--- src/rtl/serial_subtractor.sv ---
// serial_subtractor: bit-serial, LSB-first a - b over WIDTH cycles using a
// half-subtractor pair per bit and a registered borrow.
// Optional build macro SERIAL_SUB_SAT_EN: clamp diff to 0 when the final
// borrow is 1 (unsigned saturation); borrow_out still reports the borrow.
//
// Handshake: start is sampled only while IDLE (busy=0); the edge that sees
// start=1 captures a/b. busy is high from that edge until one cycle after
// done. done is a one-cycle pulse and diff/borrow_out are valid from the done
// cycle on, holding until the next completed operation. start seen while
// busy is ignored, not queued.
module serial_subtractor #(
  parameter int WIDTH = 8
) (
  input  logic             clk,
  input  logic             rst_n,
  input  logic             start,
  input  logic [WIDTH-1:0] a,
  input  logic [WIDTH-1:0] b,
  output logic             busy,
  output logic             done,
  output logic [WIDTH-1:0] diff,
  output logic             borrow_out,
  output logic [1:0]       state_dbg
);

  localparam int CW = $clog2(WIDTH);

  typedef enum logic [1:0] {
    IDLE  = 2'd0,
    SHIFT = 2'd1,
    DONE  = 2'd2
  } state_t;

  state_t           state;
  state_t           state_next;
  logic [WIDTH-1:0] a_sr;
  logic [WIDTH-1:0] b_sr;
  logic [WIDTH-1:0] res_sr;
  logic [WIDTH-1:0] res_shift;
  logic [CW-1:0]    cnt;
  logic             br;
  logic             last_bit;
  logic             t_bit;
  logic             b1;
  logic             b2;
  logic             d_bit;
  logic             br_next;

  assign state_dbg = state;
  assign last_bit  = (cnt == CW'(WIDTH - 1));

  // Two cascaded half-subtractors on the current LSB plus the stored borrow.
  always_comb begin
    t_bit     = a_sr[0] ^ b_sr[0];
    b1        = ~a_sr[0] & b_sr[0];
    d_bit     = t_bit ^ br;
    b2        = ~t_bit & br;
    br_next   = b1 | b2;
    res_shift = {d_bit, res_sr[WIDTH-1:1]};
  end

  // Next-state logic: IDLE -> SHIFT on start, SHIFT for WIDTH bits, DONE once.
  always_comb begin
    state_next = state;
    case (state)
      IDLE:    if (start) state_next = SHIFT;
      SHIFT:   if (last_bit) state_next = DONE;
      DONE:    state_next = IDLE;
      default: state_next = IDLE;
    endcase
  end

  // State register with registered busy/done so outputs come straight from flops.
  always_ff @(posedge clk or negedge rst_n) begin
    if (!rst_n) begin
      state <= IDLE;
      busy  <= 1'b0;
      done  <= 1'b0;
    end else begin
      state <= state_next;
      busy  <= (state_next != IDLE);
      done  <= (state_next == DONE);
    end
  end

  // Operand capture, bit-serial shifting and final result capture.
  always_ff @(posedge clk or negedge rst_n) begin
    if (!rst_n) begin
      a_sr       <= '0;
      b_sr       <= '0;
      res_sr     <= '0;
      cnt        <= '0;
      br         <= 1'b0;
      diff       <= '0;
      borrow_out <= 1'b0;
    end else begin
      case (state)
        IDLE: begin
          if (start) begin
            a_sr   <= a;
            b_sr   <= b;
            res_sr <= '0;
            cnt    <= '0;
            br     <= 1'b0;
          end
        end
        SHIFT: begin
          a_sr   <= a_sr >> 1;
          b_sr   <= b_sr >> 1;
          res_sr <= res_shift;
          br     <= br_next;
          // The counter stops at WIDTH-1 instead of wrapping.
          if (!last_bit) begin
            cnt <= cnt + CW'(1);
          end else begin
`ifdef SERIAL_SUB_SAT_EN
            diff <= br_next ? '0 : res_shift;
`else
            diff <= res_shift;
`endif
            borrow_out <= br_next;
          end
        end
        default: ;
      endcase
    end
  end

endmodule
--- config.mk ---
export PLATFORM = sky130hd
export DESIGN_NAME = serial_subtractor
export DESIGN_NICKNAME = d
export VERILOG_FILES = /design/src/rtl/serial_subtractor.sv
export SDC_FILE = /design/constraint.sdc
export NUM_CORES = 1
export LEC_CHECK = 0
export CORE_ASPECT_RATIO = 1.2
export CORE_MARGIN = 3
export CORE_UTILIZATION = 47
export DETAILED_ROUTE_END_ITERATION = 12
export PLACE_DENSITY = 0.81
export SETUP_SLACK_MARGIN = 0.2
export SKIP_CTS_REPAIR_TIMING = 1
export SYNTH_ARGS = -nofsm -noshare
export SYNTH_HDL_FRONTEND = slang
export SYNTH_SLANG_ARGS = --single-unit
--- constraint.sdc ---
create_clock -name clk -period 2.55 [get_ports clk]
set_clock_uncertainty 0.15 [all_clocks]
set_input_delay 0.3825 -clock clk [delete_from_list [all_inputs] [get_ports clk]]
set_output_delay 0.3825 -clock clk [all_outputs]
set_load 0.005 [all_outputs]
==> metrics <==
Slew Limit Fails 0; Routed Antenna Nets 0; CTS clk-pin slew, worst paths about 0.080 ns; Required @ worst endpoint ~2 ns; FMAX 0.496 GHz; total gr overflow 0; TritonRoute pass-1 iters 4; reg2reg start state_dbg[0]$_DFF_PN0_; Initial Utilization about 51%; largest net degree at the start of global routing 41; input/output buffers 31; FF-to-FF End b_sr[3]$_DFFE_PN0P_; DR DRC count 0; Cell Area, Synth around 1800 µm²; io pins 32; reg2reg setup slack roughly 0.72 ns; post-route insts no fill ~230; final setup fails 0; die height 73.3 µm; setup TNS 0 ns; register area approximately 1000 µm²; core box area between 3000 and 4000 µm²; Crit Path Class reg -> out; row count 23; Worst-Margin Slew about 0.88 ns; DPL Wire Length between 2 and 2.5 mm; post-layout util between 60% and 70%; unrepaired setup endpoints after global routing no; YS warnings 0; layout cells sized above 1 a little over an eighth; Placed Instances around 220; CP Buf/Inv Count 1; Die Wd 62.1 µm; Crit. End Element primary output; Placer Congestion 0.767; Worst Path Max Fanout 12; All-Layer GR Usage between 10% and 20%; library cells used by synthesis 26; Die ar. roughly 4600 µm²; #FFs+latches synth 40; Final Net Count roughly 200; Final Hold Violating Endpoints 0; CTS Buffer Depth 2; CTS tree done; initial antenna violation count 0; Num Clock Sinks 40; # Max-Cap Violations 0; H-tree levels 2; P_leak about 0.95 nW; IR Drop Worst-Case VDD between 0.5 and 0.6 mV; critical-path cell list clkdlybuf4s50_1; first-pass GRT wire length around 5.7 mm; sequential area share after synthesis between 50% and 60%; commonest non-fill, non-tap cell in the layout dfrtp_1; Crit-path slowest cell dfrtp_1; DRT iter0 DRCs 40; vias in the first global route 1283; CP arrival around 1.5 ns; area delta synth->final 21.2%; DRT Wirelength about 3.5 mm; Final Cycle Share a little under 80%; Clk Latency, worst-skew pair about 0.30 ns; Mapped Nets about 170; wire per inst between 15 and 20 µm; vias post-DR 1269; status finished, final reports clean; delay-heaviest family, CP flip-flops; diode count 0; Tmin final about 2.0 ns; Startpoint Class register; DR vias/cell 5.64; Hold Crit Class in -> async; r2r worst-path depth 4; root buf cell clkbuf_8; slew margin rel. 41.6%; syn_area_per_cell between 10 and 15 µm²; multi-input logic area ~650 µm²; Fill cells between 200 and 300; synthesized netlist cell count 146; commonest cells after routing, fill and taps aside dfrtp_1 (40), clkdlybuf4s50_1 (30), nor2_1 (16); Num CTS Buffers 5; PwrDens approximately 1200 nW/µm²; CP max stage delay around 0.60 ns
-- synth_stat cells, drive strengths merged --
cell / number / area [µm²]
o22ai: 15 / 100
mux2i: 1 / 10.0
or2: 1 / 6.26
nor3: 3 / 15.0
ha: 2 / 25.0
inv: 7 / 28.8
dfrtp: 40 / 1000
nand3b: 1 / 20.0
fa: 1 / 20.0
a22o: 12 / 105
mux2: 9 / 101
clkbuf: 2 / 7.51
o32ai: 13 / 114
nor2b: 2 / 12.5
buf: 10 / 87.6
nand2b: 2 / 12.5
nand2: 4 / 22.5
nor2: 16 / 60.1
o21ai: 5 / 25.0
-- state kept, by name (all words and copies together) (netlist names) --
register / cells
done: 1
b_sr: 8
a_sr: 8
state_dbg: 2
br: 1
res_sr: 7
diff: 8
borrow_out: 1
cnt: 3
busy: 1
-- through the flow --
stage	hold WS (ns)	total power [mW]	setup WS (ns)	cell area [µm²]
2_1_floorplan	-0.0631	1.77	0.829	1770
3_3_place_gp	0.326	2.01	0.651	2060
3_5_place_dp	0.343	2.09	0.595	2060
4_1_cts	0.0723	2.50	0.513	2150
5_1_grt	0.112	2.66	0.447	2150
6_report	0.0508	2.48	0.534	2150
-- final cells by class --
cell class | count | area share, %
Inverter | 7 | 1.34
Sequential cell | 40 | 46.6
Tap cell | 50 | 2.91
Clock inverter | 3 | 0.873
Clock buffer | 5 | 3.20
Multi-Input combinational cell | 87 | 30.2
Timing Repair Buffer | 33 | 14.9
-- cell families after synthesis --
logic type	Yosys count	share of synthesized area (%)
buf+inv	19	6.98
simple gates	29	8.39
mux	10	6.28
flops	40	56.4
fa+ha+maj	3	2.54
compound gates	45	19.4
-- power by group --
part / total (mW) / leakage [nW] / switching [mW] / internal [mW]
combinational: 0.937 / 0.406 / 0.412 / 0.525
clock: 0.413 / 0.0479 / 0.223 / 0.190
sequential: 1.13 / 0.494 / 0.219 / 0.911
-- worst register-to-register path, cell delays in order, from the launching register on --
cell,delay (ns)
dfrtp_1,0.60
buf_4,0.29
nand2b_1,0.35
o22ai_1,0.26
nor2_1,0.07
-- metal layers --
| layer | GRT usage [%] | vias to the layer above | share of wire [%] |
|---|---|---|---|
| met5 | 0 | - | 0 |
| met2 | 30.3 | 48 | 52 |
| met4 | 4.95 | 0 | 1.2 |
| met3 | 5.62 | 3 | 6.1 |
| met1 | 19.2 | 620 | 40 |
| li1 | - | 598 | - |
-- worst max path at each step --
stage / cells after the start / start / to / slack (ns)
after floorplan: 5 / cnt[0]$_DFFE_PN0P_ / diff[2]$_DFFE_PN0P_ / 0.83
after global placement: 5 / start / cnt[0]$_DFFE_PN0P_ / 0.65
after detailed placement: 5 / start / cnt[1]$_DFFE_PN0P_ / 0.60
after CTS: 1 / state_dbg[0]$_DFF_PN0_ / state_dbg[0] / 0.51
after global routing: 1 / state_dbg[0]$_DFF_PN0_ / state_dbg[0] / 0.45
final: 1 / state_dbg[0]$_DFF_PN0_ / state_dbg[0] / 0.53
Note: power is estimated with default switching activity, not from simulation.
